## src/rtl/psum_buffer_ctrl.sv

```systemverilog
// psum_buffer_ctrl: partial-sum scratchpad responder serving controller read and write/accumulate requests
module psum_buffer_ctrl #(
   parameter int DATA_WIDTH = 16,
   parameter int ADDR_WIDTH = 3
) (
   input  logic                  clk,
   input  logic                  reset,
   input  logic                  global_rst,
   input  logic                  psum_buffer_ren,
   input  logic                  rst_psum_raddr,
   input  logic                  next_psum_raddr,
   input  logic                  next_psum_waddr,
   input  logic                  done,
   input  logic                  psum_mode,
   input  logic [DATA_WIDTH-1:0] psum_wdata,
   output logic                  can_read_psum,
   output logic                  psum_buffer_valid,
   output logic [DATA_WIDTH-1:0] psum_rdata,
   output logic [1:0]            stall,
   output logic                  psum_w_co
);
   localparam int DEPTH = 1 << ADDR_WIDTH;
   localparam logic [DATA_WIDTH-1:0] SAT_MAX = {1'b0, {(DATA_WIDTH-1){1'b1}}};
   localparam logic [DATA_WIDTH-1:0] SAT_MIN = {1'b1, {(DATA_WIDTH-1){1'b0}}};
   typedef enum logic [2:0] {IDLE, RD_WAIT, RD_DONE, WR_ACC, WR_ACK} state_t;
   state_t                  state_q, state_d;
   logic [ADDR_WIDTH-1:0]   raddr_q, raddr_d, waddr_q, waddr_d, addr_q, addr_d;
   logic [DEPTH-1:0]        valid_q, valid_d;
   logic [DATA_WIDTH-1:0]   wdata_q, wdata_d, rdata_q, rdata_d, sum_sat;
   logic                    mode_q, mode_d, sat_q, sat_d, ovf, mem_we;
   logic [DATA_WIDTH:0]     sum;
   logic [DATA_WIDTH-1:0]   mem_q [DEPTH];
   // one guard bit: overflow shows as a mismatch between the two top bits
   always_comb begin
      sum = ((mode_q && valid_q[addr_q]) ? {mem_q[addr_q][DATA_WIDTH-1], mem_q[addr_q]} : '0)
            + {wdata_q[DATA_WIDTH-1], wdata_q};
      ovf = sum[DATA_WIDTH] ^ sum[DATA_WIDTH-1];
      sum_sat = ovf ? (sum[DATA_WIDTH] ? SAT_MIN : SAT_MAX) : sum[DATA_WIDTH-1:0];
   end
   always_comb begin
      state_d = state_q;
      addr_d  = addr_q;
      wdata_d = wdata_q;
      mode_d  = mode_q;
      sat_d   = sat_q;
      rdata_d = rdata_q;
      valid_d = valid_q;
      mem_we  = 1'b0;
      raddr_d = (global_rst || rst_psum_raddr) ? '0 : next_psum_raddr ? raddr_q + 1'b1 : raddr_q;
      waddr_d = global_rst ? '0 : next_psum_waddr ? waddr_q + 1'b1 : waddr_q;
      case (state_q)
         IDLE: begin
            if (psum_buffer_ren && can_read_psum) begin
               state_d = RD_WAIT;
               addr_d  = raddr_q;
            end else if (done) begin
               state_d = WR_ACC;
               addr_d  = waddr_q;
               wdata_d = psum_wdata;
               mode_d  = psum_mode;
            end
         end
         RD_WAIT: begin
            state_d = RD_DONE;
            rdata_d = mem_q[addr_q];
         end
         RD_DONE: state_d = IDLE;
         WR_ACC: begin
            state_d         = WR_ACK;
            mem_we          = 1'b1;
            valid_d[addr_q] = 1'b1;
            sat_d           = ovf;
         end
         WR_ACK:  state_d = IDLE;
         default: state_d = IDLE;
      endcase
      // a clear aborts whatever is in flight; storage itself is left untouched
      if (global_rst) begin
         state_d = IDLE;
         valid_d = '0;
         mem_we  = 1'b0;
         rdata_d = rdata_q;
      end
   end
   always_ff @(posedge clk or negedge reset) begin
      if (!reset) begin
         state_q <= IDLE;
         raddr_q <= '0;
         waddr_q <= '0;
         addr_q  <= '0;
         valid_q <= '0;
         wdata_q <= '0;
         rdata_q <= '0;
         mode_q  <= 1'b0;
         sat_q   <= 1'b0;
      end else begin
         state_q <= state_d;
         raddr_q <= raddr_d;
         waddr_q <= waddr_d;
         addr_q  <= addr_d;
         valid_q <= valid_d;
         wdata_q <= wdata_d;
         rdata_q <= rdata_d;
         mode_q  <= mode_d;
         sat_q   <= sat_d;
      end
   end
   always_ff @(posedge clk) begin
      if (mem_we) mem_q[addr_q] <= sum_sat;
   end
   assign can_read_psum     = (state_q == IDLE) && valid_q[raddr_q];
   assign psum_buffer_valid = state_q == RD_DONE;
   assign psum_rdata        = rdata_q;
   assign stall             = (state_q == WR_ACK) ? {1'b1, sat_q} : 2'b00;
   assign psum_w_co         = &waddr_q;
endmodule

```

## config.mk

```make
export PLATFORM = sky130hd
export DESIGN_NAME = psum_buffer_ctrl
export DESIGN_NICKNAME = d
export VERILOG_FILES = /design/src/rtl/psum_buffer_ctrl.sv
export SDC_FILE = /design/constraint.sdc
export NUM_CORES = 1
export LEC_CHECK = 0
export BUFFER_PORTS_ARGS = -buffer_cell sky130_fd_sc_hd__buf_2
export CELL_PAD_IN_SITES_DETAIL_PLACEMENT = 1
export CELL_PAD_IN_SITES_GLOBAL_PLACEMENT = 2
export CORE_UTILIZATION = 44
export DETAILED_ROUTE_END_ITERATION = 7
export PLACE_DENSITY = 0.91
export SYNTH_ARGS = -nofsm -noshare
export SYNTH_HDL_FRONTEND = slang
export SYNTH_SLANG_ARGS = --single-unit
export TNS_END_PERCENT = 1
```

## constraint.sdc

```tcl
create_clock -name clk -period 4.5 [get_ports clk]
set_input_delay 0.9 -clock clk [delete_from_list [all_inputs] [get_ports clk]]
set_output_delay 0.9 -clock clk [all_outputs]
set_load 0.1 [all_outputs]
```

Word level (Yosys, flattened, before mapping)
Memory sizes are Yosys's and may differ from the RTL's.
Cells that the tools add are included.
- output and inout port bits: 21
- logic and storage cells: 65
- RAM bits: 128
- memory bits (read-only): 0
- memories kept: 1
- input port bits: 25
- register bits after elaboration: 54
- latch bits: 0
- muxes and demuxes: 26
- multipliers: 0
- order comparisons: 3
- reductions and logical operators: 14
- add/subtract/negate cells: 3
- div/mod/pow operators: 0
- shift operators: 0
- eq/ne operators: 5
- bitwise operators: 4
- memory list (name ; depth ; width ; rd ports ; clocked after memory_dff ; wr ports ; RTL line ; source):
    mem_q ; 8 ; 16 ; 1 ; 0 ; 1 ; 32 ; logic [DATA_WIDTH-1:0] mem_q [DEPTH];
- operators with widths (kind ; count):
    16-bit two-way mux ; 2
    3-bit two-way mux ; 9
    17-bit adder ; 1
    17-bit two-way mux ; 1
    8-bit two-way mux ; 2
    3-bit case mux with 3 select lines ; 1
    3-bit by 4-bit < comparator with 1-bit output (second input constant) ; 2
    8-bit OR ; 1
    2-bit nonzero test ; 4
    1-bit two-way mux ; 7
    3-bit by 1-bit adder with 3-bit output (second input constant) ; 2
    1-bit binary-select mux with 3-bit select ; 2
    3-bit by 2-bit equality test with 1-bit output (second input constant) ; 2
    3-bit AND reduction ; 2
    1-bit logical AND ; 4
    4-bit inequality test (second input constant) ; 1
    2-bit AND reduction ; 2
    1-bit demux with 3-bit select ; 1
    3-bit by 1-bit equality test with 1-bit output (second input constant) ; 1
    3-bit equality test (second input constant) ; 1
    3-bit by 1-bit >= comparator with 1-bit output (second input constant) ; 1
    3-bit logical NOT ; 1
    2-bit two-way mux ; 1
    1-bit inverter ; 2
    other kinds (2) ; 2

Longest topological paths before layout
- depth after elaboration: 7
- mapped depth: 16
- mapped depth without buffers: 15

Least setup slack after synthesis
OpenSTA, ideal clock, no wires.
- path type: flip-flop to output port
- start: register state_q[0]
- end: output port stall[0]
- path buffers: 0
- slack: -0.082 ns
- stages on the path, launching flop included: 3
- arrival: 3.682 ns
- cells stage by stage: dfrtp_1 -> nor3b_1 -> and2_1
- word-level cells in the longest chain between the ends: 2
- RTL lines (what ; RTL line ; source):
    start, declared ; 26 ; state_t state_q, state_d;
    start signal, assigned ; 97 ; state_q <= state_d;
    3-bit equality test ; 114 ; assign stall = (state_q == WR_ACK) ? {1'b1, sat_q} : 2'b00;
    2-bit two-way mux ; 114 ;
    end, declared ; 19 ; output logic [1:0] stall,
No other way between the ends.

Worst setup path after layout
- start: register addr_q[2]
- end: memory mem_q[1][13], data pin
- word-level cells in the longest chain between the ends: 7
- elaborated cells on any way between the ends: 9
- those cells by class: add/sub (1); mux (5); bitwise (1); reduce/logical (1); memory (1)
- RTL lines (what ; RTL line ; source):
    start, declared ; 27 ; logic [ADDR_WIDTH-1:0] raddr_q, raddr_d, waddr_q, waddr_d, addr_q, addr_d;
    start signal, assigned ; 100 ; addr_q <= addr_d;
    1-bit binary-select mux with 3-bit select ; 35 ; sum = ((mode_q && valid_q[addr_q]) ? {mem_q[addr_q][DATA_WIDTH-1], mem_q[addr_q]} : '0)
    1-bit two-way mux (implied by the code) ; 35 ;
    1-bit logical AND ; 35 ;
    17-bit two-way mux (*) ; 35 ;
    17-bit adder (*) ; 36 ; + {wdata_q[DATA_WIDTH-1], wdata_q};
    16-bit two-way mux / 1-bit XOR (equally long branches) ; 38, 37 ;
    16-bit two-way mux (*) ; 38 ; sum_sat = ovf ? (sum[DATA_WIDTH] ? SAT_MIN : SAT_MAX) : sum[DATA_WIDTH-1:0];
    via sum_sat[13] ; 29 ; logic [DATA_WIDTH-1:0] wdata_q, wdata_d, rdata_q, rdata_d, sum_sat;
    end, declared ; 32 ;
Mark *: on every way through the listed nets, which the timed path passes. The rest lies on a longest branch. The select of a mux whose other input is x is not followed.

==> impl_results.md <==
- Outcome: complete, but fails checks
- Worst Slack Setup Final: -51.6 ps
- P_int: 0.00350 W
- Max rail drop VDD: 0.000354 V
- Starting density of the core: 0.454
- Maximum net fanout on the critical path: 31
- Met3 wirelength from detailed routing: approximately 1100 µm
- RSZ-0062 raised after global routing: true
- Post-Route M1 WL: 9580 µm
- Height of the die: 139 µm
- Total power per unit cell area: just under 600 nW/µm²
- Final Max Tran Viols: 0
- Number of antenna cells inserted: 0
- Vias in the first global route: 5852
- Count of routing violations after the opening detailed-route iteration: slightly below 400
- Final total negative setup slack: -407 ps
- Final estimated routing congestion in global placement: around 0.9
- Beginning of the worst register-to-register path: addr_q[2]
- Predominant post-synthesis flop cell: sky130_fd_sc_hd__edfxtp_1
- Share of the clock period used by the worst path after layout: 1.01
- Placeable core area: roughly 18000 µm²
- Initial DRT Pass Iterations: 7
- Floorplan row count: 49
- Worst setup skew after layout: around 9.9 ps
- Part of the total power dissipated in sequential elements: 0.394
- Half-perimeter wire length after placement: ~15000 µm
- Sum of routed wire length over all layers: ~23000 µm
- Tightest hold margin: 463 ps
- Fin nets: slightly above 700
- Synthesis-to-finish area growth: 16.2%
- Total global routing track utilization: 0.247
- Hold crit path type: in -> async
- Netlist Area Pre-Place: roughly 8200 µm²
- Most common cell after layout, fill and taps aside: sky130_fd_sc_hd__edfxtp_1
- Synthesized net count: around 650
- Start-to-end type of the worst setup path: reg -> reg
- R2R cell count: 15
- Htree depth: 4
- Worst slew margin relative to its limit: 0.600
- Clock latency reported for the late side of the worst-skew pair: ~440 ps
- Share of the core filled with cells: 0.528
- Endpoint of the worst-slack reg-to-reg timing path: mem_q[1][13]
- Kind of start point of the critical path: flop
- CTS Buf Count: 17
- Number of distinct library cells after synthesis: between 50 and 60
- Top-Level Pins: 46
- Die footprint: 19300 µm²
- Cell chosen for the clock root: sky130_fd_sc_hd__clkbuf_16
- Highest-count cells in the layout ignoring fill and taps: sky130_fd_sc_hd__edfxtp_1, sky130_fd_sc_hd__nor2_1, sky130_fd_sc_hd__dfrtp_1
- Final worst path period need: between 4000 and 5000 ps
- Ratio of routed vias to standard cells: 6.02
- Mean routed wirelength per cell: 25.0 µm
- Number of clock sinks: 182
- Highest attainable clock frequency: 0.220 GHz
- Hold-fix buffers, CTS: 0
- GRT overflow: 0
- Number of flip-flops and latches in the synthesized netlist: about 180
- Tightest Pin Transition: around 600 ps
- Element type at the critical path end: flop
- Max capacitance violation total: 0
- Switching Fraction: 0.377
- Top Layer Used: met4
- Wire length on met2: 11600 µm
- Violated checks: setup timing
- Flop-to-flop setup slack: -50 ps
- Overall via count from detail_route: approximately 5500
- Switching power summed over all nets: between 0.002 and 0.0025 W
- Placement-stage worst setup slack: -39.1 ps
- Maximum number of pins on one net before global-route repair: 32
- Number of synthesized flops with an enable pin: ~130
- Number of hold violations in the final report: 0
- # DRC: 0
- CTS tree: yes
- Mean Syn Cell Area: 13.7 µm²
- Antenna viol nets, final: 0
- Part of the Yosys area used for sequential elements: 0.630
- Layout cell share with drive strength beyond 1: 0.252
- Share of synthesized registers carrying an async set or reset: 0.297
- Required time of the worst setup path: 4800 ps
- Number of instances in the synthesized netlist: between 600 and 700
- Number of warnings reported in the yosys synthesis log: 0
- Clock Power Share: 0.261
- Global-route wire length before repair: about 35000 µm
- Signal arrival time at the worst endpoint: 4850 ps
- Relative contribution of combinational cells to total power: 0.345
- Port Buf Inserts: 45
- Number of antenna violations at the first check in global routing: 0
- Standby leakage power: 3.62 nW
- Die span in x: about 140 µm
- Clock-pin slew reported for the worst setup and hold paths after clock tree synthesis: roughly 70 ps
- Final-report setup violation count: 8
- Maximum number of buffers from clock root to sink: 2
## registers in the layout, summed over array words and instances (netlist names)
| register | cells |
|---|---|
| addr_q | 3 |
| mem_q | 128 |
| mode_q | 1 |
| psum_rdata | 16 |
| raddr_q | 3 |
| sat_q | 1 |
| state_q | 3 |
| valid_q | 8 |
| waddr_q | 3 |
| wdata_q | 16 |
## synthesized netlist by cell type, drive strengths merged, types with 5 or more instances
| master | instances | area (µm²) |
|---|---|---|
| edfxtp | 128 | 3840 |
| nor2 | 71 | 267 |
| dfrtp | 54 | 1350 |
| a21oi | 49 | 249 |
| nand2 | 31 | 124 |
| mux2 | 29 | 364 |
| ha | 19 | 238 |
| mux2i | 19 | 190 |
| o21ai | 19 | 95.1 |
| mux4 | 18 | 409 |
| clkbuf | 16 | 60.1 |
| inv | 14 | 52.6 |
| o22ai | 12 | 75.1 |
| a221oi | 11 | 96.3 |
| xnor2 | 9 | 78.8 |
| a22oi | 8 | 60.1 |
| buf | 7 | 36.3 |
| nor2b | 7 | 43.8 |
| xor2 | 7 | 61.3 |
| and2 | 6 | 37.5 |
| nand2b | 6 | 37.5 |
| nor3 | 6 | 41.3 |
| a21o | 5 | 37.5 |
## layout make-up
class                      instances  area (µm²)
multi-input combinational        382        2980
fill                            1817        8560
clock buffer                      18         429
sequential                       182        5200
clock inverter                    13         144
timing repair buffer              77         494
tap                              229         287
inverter                          14        52.6
## metal layers
| layer | up-vias | track usage |
|---|---|---|
| met1 | 2868 | 0.313 |
| met4 | 0 | 0.0877 |
| met5 | - | 0 |
| met2 | 184 | 0.417 |
| met3 | 34 | 0.0573 |
| li1 | 2420 | - |
## worst max-delay path by stage
stage | to | startpoint | cells after the start
floorplan | mem_q[0][11] | addr_q[2] | 15
finish | mem_q[1][13] | addr_q[2] | 15
global placement | mem_q[4][3] | addr_q[2] | 14
global route | mem_q[1][13] | addr_q[2] | 15
detailed placement | mem_q[3][9] | addr_q[2] | 14
CTS | mem_q[2][5] | addr_q[1] | 15
## power by group through the flow
stage,Sequential (W),Combinational (W),Clock [W]
after floorplan,0.00265,0.000850,0
after global placement,0.00223,0.00176,0
after detailed placement,0.00224,0.00184,0
after CTS,0.00221,0.00187,0.00149
after global routing,0.00222,0.00204,0.00155
final,0.00221,0.00194,0.00147
## critical path: stages (launching register included)
cell and delay [ps]:
sky130_fd_sc_hd__dfrtp_2 510, sky130_fd_sc_hd__buf_12 250, sky130_fd_sc_hd__mux2_2 370, sky130_fd_sc_hd__a221oi_1 300, sky130_fd_sc_hd__a21oi_1 70, sky130_fd_sc_hd__nor2_1 380
sky130_fd_sc_hd__nor2_1 110, sky130_fd_sc_hd__ha_1 450, sky130_fd_sc_hd__o21ai_0 130, sky130_fd_sc_hd__a21oi_1 190, sky130_fd_sc_hd__nand2_1 80, sky130_fd_sc_hd__a21o_1 240
sky130_fd_sc_hd__a211oi_2 440, sky130_fd_sc_hd__nand2_1 260, sky130_fd_sc_hd__a21oi_1 380, sky130_fd_sc_hd__buf_4 220
## timing repair
action | in CTS | in global routing
resized for setup | 2 | 16
pin swaps | 0 | 1
setup endpoints to repair | 48 | 121
buffers inserted | 0 | 2
## per-stage QoR
step	total power [W]	area, µm²	cells
detailed placement	0.00408	8920	882
finish	0.00562	9580	915
floorplan	0.00350	8250	601
global placement	0.00400	8920	882
global route	0.00581	9580	915
CTS	0.00557	9500	913
## cell families (layout without fill, tap and decap cells)
logic type / Yosys count / after routing / synth area share
AO/OA/AOI/OAI: 132 / 132 / 0.102
XOR/XNOR: 16 / 16 / 0.0170
adder cells (fa/ha/maj): 23 / 23 / 0.0349
buffers and inverters: 37 / 122 / 0.0181
flip-flops: 182 / 182 / 0.630
multiplexers: 66 / 66 / 0.117
AND/OR/NAND/NOR: 145 / 145 / 0.0810
(Power assumes the default switching activity.)
